**src/rtl/bsg_expand_bitmask_serial.sv**
```systemverilog
// bsg_expand_bitmask_serial
// Accepts an in_width_p-bit mask, replicates each bit expand_p times and
// streams the expanded vector out LSB-first as els_p beats of beat_width
// bits, one beat per cycle under a valid/yumi handshake.
// Optional build macro: BSG_EXPAND_BITMASK_ZERO_SKIP_EN
//   When defined, all-zero beats are skipped. An all-zero mask still emits
//   one beat (idx 0, data 0, last 1).
//
// state | meaning
// IDLE  | no mask held; ready_o=1, v_o=0
// SEND  | presenting beat idx_q of mask_q; v_o=1

module bsg_expand_bitmask_serial #(
   parameter int in_width_p = 4,
   parameter int expand_p   = 2,
   parameter int els_p      = 2,
   localparam int beat_width_lp = in_width_p * expand_p / els_p,
   localparam int idx_width_lp  = (els_p > 1) ? $clog2(els_p) : 1
) (
   input  logic                     clk_i,
   input  logic                     reset_i,
   input  logic                     v_i,
   input  logic [in_width_p-1:0]    data_i,
   output logic                     ready_o,
   output logic                     v_o,
   output logic [beat_width_lp-1:0] data_o,
   output logic [idx_width_lp-1:0]  idx_o,
   output logic                     last_o,
   input  logic                     yumi_i
);

   localparam int full_width_lp = in_width_p * expand_p;
   localparam logic [idx_width_lp-1:0] last_idx_lp = idx_width_lp'(els_p - 1);

   if (in_width_p % els_p != 0) begin : g_bad_params
      $error("bsg_expand_bitmask_serial: in_width_p must be a multiple of els_p");
   end

   typedef enum logic {
      IDLE = 1'b0,
      SEND = 1'b1
   } state_e;

   state_e                    state_q, state_d;
   logic [in_width_p-1:0]     mask_q, mask_d;
   logic [idx_width_lp-1:0]   idx_q, idx_d;
   logic [full_width_lp-1:0]  expanded;
   logic [beat_width_lp-1:0]  beat;
   logic                      last_beat;
   logic [idx_width_lp-1:0]   next_idx;
   logic [idx_width_lp-1:0]   load_idx;
   logic                      load;

   function automatic logic [full_width_lp-1:0] expand(input logic [in_width_p-1:0] m);
      logic [full_width_lp-1:0] e;
      e = '0;
      for (int k = 0; k < full_width_lp; k++) begin
         e[k] = m[k / expand_p];
      end
      return e;
   endfunction

   assign expanded = expand(mask_q);
   assign beat     = expanded[int'(idx_q) * beat_width_lp +: beat_width_lp];

`ifdef BSG_EXPAND_BITMASK_ZERO_SKIP_EN
   function automatic logic [els_p-1:0] beat_nz(input logic [in_width_p-1:0] m);
      logic [full_width_lp-1:0] e;
      logic [els_p-1:0]         nz;
      e  = expand(m);
      nz = '0;
      for (int n = 0; n < els_p; n++) begin
         nz[n] = |e[n * beat_width_lp +: beat_width_lp];
      end
      return nz;
   endfunction

   logic [els_p-1:0] nz_cur;
   logic [els_p-1:0] nz_in;

   assign nz_cur = beat_nz(mask_q);
   assign nz_in  = beat_nz(data_i);

   // Find the next nonzero beat above idx_q, and the first nonzero beat of a new mask.
   always_comb begin
      last_beat = 1'b1;
      next_idx  = idx_q;
      load_idx  = '0;
      for (int n = els_p - 1; n >= 0; n--) begin
         if (nz_cur[n] && (n > int'(idx_q))) begin
            last_beat = 1'b0;
            next_idx  = idx_width_lp'(n);
         end
         if (nz_in[n]) begin
            load_idx = idx_width_lp'(n);
         end
      end
   end
`else
   // Every beat is sent; the last one is simply the highest index.
   always_comb begin
      last_beat = (idx_q == last_idx_lp);
      next_idx  = idx_q + 1'b1;
      load_idx  = '0;
   end
`endif

   // State and datapath registers.
   always_ff @(posedge clk_i) begin
      if (reset_i) begin
         state_q <= IDLE;
         mask_q  <= '0;
         idx_q   <= '0;
      end else begin
         state_q <= state_d;
         mask_q  <= mask_d;
         idx_q   <= idx_d;
      end
   end

   // Next-state: load on acceptance, advance on yumi, drop to IDLE after the last beat.
   always_comb begin
      state_d = state_q;
      mask_d  = mask_q;
      idx_d   = idx_q;
      load    = 1'b0;
      case (state_q)
         IDLE: begin
            load = v_i;
         end
         SEND: begin
            if (yumi_i) begin
               if (last_beat) begin
                  if (v_i) begin
                     load = 1'b1;
                  end else begin
                     state_d = IDLE;
                     idx_d   = '0;
                  end
               end else begin
                  idx_d = next_idx;
               end
            end
         end
         default: state_d = IDLE;
      endcase
      if (load) begin
         state_d = SEND;
         mask_d  = data_i;
         idx_d   = load_idx;
      end
   end

   // Outputs: beat fields come only from registers; ready_o is the one path from yumi_i.
   always_comb begin
      ready_o = 1'b1;
      v_o     = 1'b0;
      data_o  = '0;
      idx_o   = '0;
      last_o  = 1'b0;
      if (!reset_i && (state_q == SEND)) begin
         v_o     = 1'b1;
         data_o  = beat;
         idx_o   = idx_q;
         last_o  = last_beat;
         ready_o = yumi_i & last_beat;
      end
   end

endmodule

```
**config.mk**
```make
export PLATFORM = sky130hd
export DESIGN_NAME = bsg_expand_bitmask_serial
export DESIGN_NICKNAME = d
export VERILOG_FILES = /design/src/rtl/bsg_expand_bitmask_serial.sv
export SDC_FILE = /design/constraint.sdc
export NUM_CORES = 1
export LEC_CHECK = 0
export ABC_AREA = 1
export BUFFER_PORTS_ARGS = -buffer_cell sky130_fd_sc_hd__buf_4
export CELL_PAD_IN_SITES_DETAIL_PLACEMENT = 0
export CELL_PAD_IN_SITES_GLOBAL_PLACEMENT = 2
export CORE_MARGIN = 2
export CORE_UTILIZATION = 20
export DETAILED_ROUTE_END_ITERATION = 6
export PLACE_DENSITY = 0.71
export SLEW_MARGIN = 20
export SYNTH_ARGS = -nofsm -noshare
export SYNTH_HDL_FRONTEND = slang
export SYNTH_SLANG_ARGS = --single-unit
```
**constraint.sdc**
```tcl
create_clock -name clk_i -period 1.2 [get_ports clk_i]
set_clock_uncertainty 0.2 [all_clocks]
set_input_delay 0.12 -clock clk_i [delete_from_list [all_inputs] [get_ports clk_i]]
set_output_delay 0.12 -clock clk_i [all_outputs]
set_load 0.02 [all_outputs]
```
# Word-level counts from Yosys, hierarchy flattened
# Index checks and enable logic that the tools add are counted.
# op_classes
n_bitwise,2
n_reduce_logical,4
addsub,1
shift,1
n_mux,13
# op_table
cell,count
$mux 1,11
$shiftx 8x4->4,1
$mux 4,1
$pmux 1 s2,1
$reduce_and 2->1,1
$reduce_or 2->1,1
$add 1x1->1 const B,1
$and 1x1->1,1
$logic_and 1x1->1,1
$logic_not 1->1,1
$not 1->1,1
# word_totals
out_inout_bits,8
wordCells,24
input_bits,8
regBits,6

# Depth between registers and ports, before layout
# depth
word_depth,5
ltp_mapped,5
depth_no_buf,5

# Least setup slack after synthesis
# No wires, ideal clock.
# synth_path
kind,reg2out
from,register state_q
to,output port data_o[1]
n_path_buf,1
slack_ns,-0.406
stages_incl_launch_ff,6
arrival_time_ns,1.286
required_ns,0.880
path_cell_list,dfxtp_1 > inv_1 > nor2_4 > inv_1 > a21oi_1 > buf_4
# synth_via
elab_chain_len,2
# synth_rtl
element,line_no,source
from (decl),44,"state_e state_q, state_d;"
from (signal assigned),115,state_q <= state_d;
$logic_and 1x1->1,161,if (!reset_i && (state_q == SEND)) begin
$mux 4,161,
to (decl),26,"output logic [beat_width_lp-1:0] data_o,"
# No other way between the ends.

# Final worst setup path
# layout_path
from,register state_q
to,output port data_o[3]
# Same word-level chain as after synthesis.

==> results.sh <==
export IMPL_dp_cells=80
export IMPL_synth_flop_cell="dfxtp_1"
export IMPL_numCtsBuffers=3
export IMPL_synth_top_cell_by_area="dfxtp_1"
export IMPL_die_x_um=44.7
export IMPL_cts_sinks=6
export IMPL_rows=14
export IMPL_syn_num_nets=59
export IMPL_grt_pass1_vias=379
export IMPL_die_area_mm2=0.00200
export IMPL_ys_top_cells_by_area="dfxtp_1, nand2_1, a21oi_1"
export IMPL_cp_required_ns=0.88
export IMPL_yosysSeqAreaShare=0.362
export IMPL_vias=392
export IMPL_yosysTopAreaCellShare=0.362
export IMPL_yosys_warnings=0
export IMPL_place_congestion=0.692
export IMPL_drive_gt1_frac=0.487
export IMPL_post_place_ws_ns=0.0177
export IMPL_power_mw=0.595
export IMPL_start_util=0.218
export IMPL_antenna_found_initial=0
export IMPL_hp_class="in2reg"
export IMPL_max_freq_mhz=720
export IMPL_cts_clk_slew_worst_paths_ns=0.04
export IMPL_reg2reg_to="idx_q$_SDFFE_PP0P_"
export IMPL_final_min_clock_period_ns=1.39
export IMPL_rsz0062_at_grt="yes"
export IMPL_cts_root_buf="clkbuf_4"
export IMPL_synthCells=51
export IMPL_r2r_cells=6
export IMPL_violations="setup timing"
export IMPL_clkLatencyLatePin_ns=0.24
export IMPL_startpoint_type="register"
export IMPL_dieHeight_um=44.7
export IMPL_power_density_mw_per_mm2=931
export IMPL_grt_usage=0.108
export IMPL_maxCapViolCount=0
export IMPL_path_cells="inv_2 -> nor2_4 -> inv_4 -> a21oi_4 -> buf_6"
export IMPL_status="finished with violations"
export IMPL_slowest_delay_ns=0.32
export IMPL_worst_slack_ns=-0.189
export IMPL_clk_path_buf_depth=2
export IMPL_synth_seq_cells=6
export IMPL_syn_mean_instance_area_um2=6.50
export IMPL_post_drt_wl_per_cell_um=9.30
export IMPL_timing_final_crit_share=1.16
export IMPL_gr_total_overflow=0
export IMPL_worst_pin_slew_ns=0.172
export IMPL_placement_cell_area_um2=485
export IMPL_multi_input_area_um2=198
export IMPL_cp_num_buf_inv=3
export IMPL_setup_violations=8
export IMPL_crit_family="flip-flops"
export IMPL_endpoint="data_o[3]"
export IMPL_coreArea_mm2=0.00152
export IMPL_crit_type="reg2out"
export IMPL_holdWs_ns=0.0133
export IMPL_cp_depth=5
export IMPL_via_per_inst=4.26
export IMPL_final_cell_count_no_fill=92
export IMPL_fin_area_um2=639
export IMPL_async_flop_share=0
export IMPL_cts_tree="done"
export IMPL_syn_to_final_growth_pct=92.8
export IMPL_yosysMostFrequentCell="nand2_1"
export IMPL_ir_drop_mv=0.393
export IMPL_n_antenna_cell=0
export IMPL_hpwlAfterDp_um=597
export IMPL_dr_wl_met3_um=50
export IMPL_drt_wl_total_um=856
export IMPL_met2_length_um=417
export IMPL_arrival_ns=1.07
export IMPL_critPathCaptureType="primary output"
export IMPL_dr_max_layer_used="met4"
export IMPL_r2r_start="state_q$_SDFF_PP0_"
export IMPL_slowest_stage="dfxtp_2"
export IMPL_grt_pass1_wl_mm=1.54
export IMPL_critPathLaunch="state_q$_SDFF_PP0_"
export IMPL_p_leak_nw=0.296
export IMPL_synth_top_cells_by_count="nand2_1, inv_1, a21oi_1, nor2_1, dfxtp_1"
export IMPL_fin_nets=86
export IMPL_synth_area_um2=332
export IMPL_cp_max_fo=3
export IMPL_fill_cells=162
export IMPL_ys_types=11
export IMPL_first_iter_violations=2
export IMPL_grt_max_degree=11
export IMPL_final_hold_violation_count=0
export IMPL_ff2ff_setup_slack_ns=0.07
export IMPL_slew_headroom=0.885
export IMPL_met1_length_um=378
export IMPL_ant_nets=0
export IMPL_drt_pass1_iterations=4
export IMPL_drv_slew=0
export IMPL_port_buffers=15
export IMPL_pin_count=16
export IMPL_synth_edf_count=0
export IMPL_cts_max_level=1
export IMPL_seqCellArea_um2=123
export IMPL_drc=0
worst min-delay path by stage:
stage | start | to | slack [ns] | cells after the start
6_report | yumi_i | state_q$_SDFF_PP0_ | 0.01 | 4
5_1_grt | yumi_i | state_q$_SDFF_PP0_ | 0.04 | 4
4_1_cts | yumi_i | idx_q$_SDFFE_PP0P_ | -0.04 | 3
3_5_place_dp | yumi_i | idx_q$_SDFFE_PP0P_ | 0.21 | 3
3_3_place_gp | yumi_i | idx_q$_SDFFE_PP0P_ | 0.21 | 3
2_1_floorplan | yumi_i | idx_q$_SDFFE_PP0P_ | 0.08 | 2
tightest hold or removal path, delay by kind of cell:
kind / cells / cell delay, ns
and+or+nand+nor: 3 / 0.20
buffers and inverters: 1 / 0.09
kinds of logic after synthesis:
group                  share of synthesized area
buffers and inverters                      0.174
AOI/OAI and AO/OA                          0.128
and+or+nand+nor                            0.336
DFF                                        0.362
stage by stage:
step	setup TNS, ns	util
5_1_grt	-1.90	0.420
2_1_floorplan	-0.394	-
3_5_place_dp	0	0.319
6_report	-1.42	0.420
4_1_cts	-1.41	0.402
3_3_place_gp	0	0.319
flip-flops by register name, summed over array words and instances (netlist names):
register	flops
idx_q	1
mask_q	4
state_q	1
power breakdown:
part	internal (mW)	leakage [nW]	switching, mW	total [mW]
clock	0.113	0.0138	0.0676	0.180
combinational	0.0942	0.232	0.0901	0.184
sequential	0.219	0.0502	0.0115	0.230
layout by cell type (no fill, tap or decap):
master | netlist | final
nand2_2 | 2 | 3
nor2_4 | 1 | 2
inv_4 | 0 | 1
nor2_1 | 7 | 6
dfxtp_2 | 0 | 2
inv_1 | 8 | 5
inv_2 | 0 | 2
dfxtp_1 | 6 | 4
a21oi_2 | 0 | 1
a21oi_1 | 7 | 4
buf_6 | 0 | 9
nand2_4 | 0 | 1
buf_4 | 3 | 11
dlygate4sd3_1 | 0 | 6
nand3_1 | 4 | 4
o21a_1 | 1 | 1
nand2_1 | 11 | 9
clkbuf_4 | 0 | 3
a21oi_4 | 0 | 2
repair_timing:
item                       4_1_cts  5_1_grt
gates resized for setup         11        4
hold buffers                     5        1
gates cloned                     0        0
buffers inserted                 3        0
pin swaps                        3        0
hold endpoints to repair         6        1
setup endpoints to repair        8       10
routing by layer:
metal  global-route usage  up-vias
met4               0.0364        0
li1                     -      206
met3               0.0520        2
met5                    0        -
met2                0.180       14
met1                0.120      170
final cells by class:
cell class | count | area share
repair buffers | 26 | 0.382
multi-input cells | 33 | 0.309
flip-flops and latches | 6 | 0.192
inverters | 8 | 0.0509
clock buffers | 3 | 0.0352
well taps | 16 | 0.0313
Power figures use the tool's default switching activity.
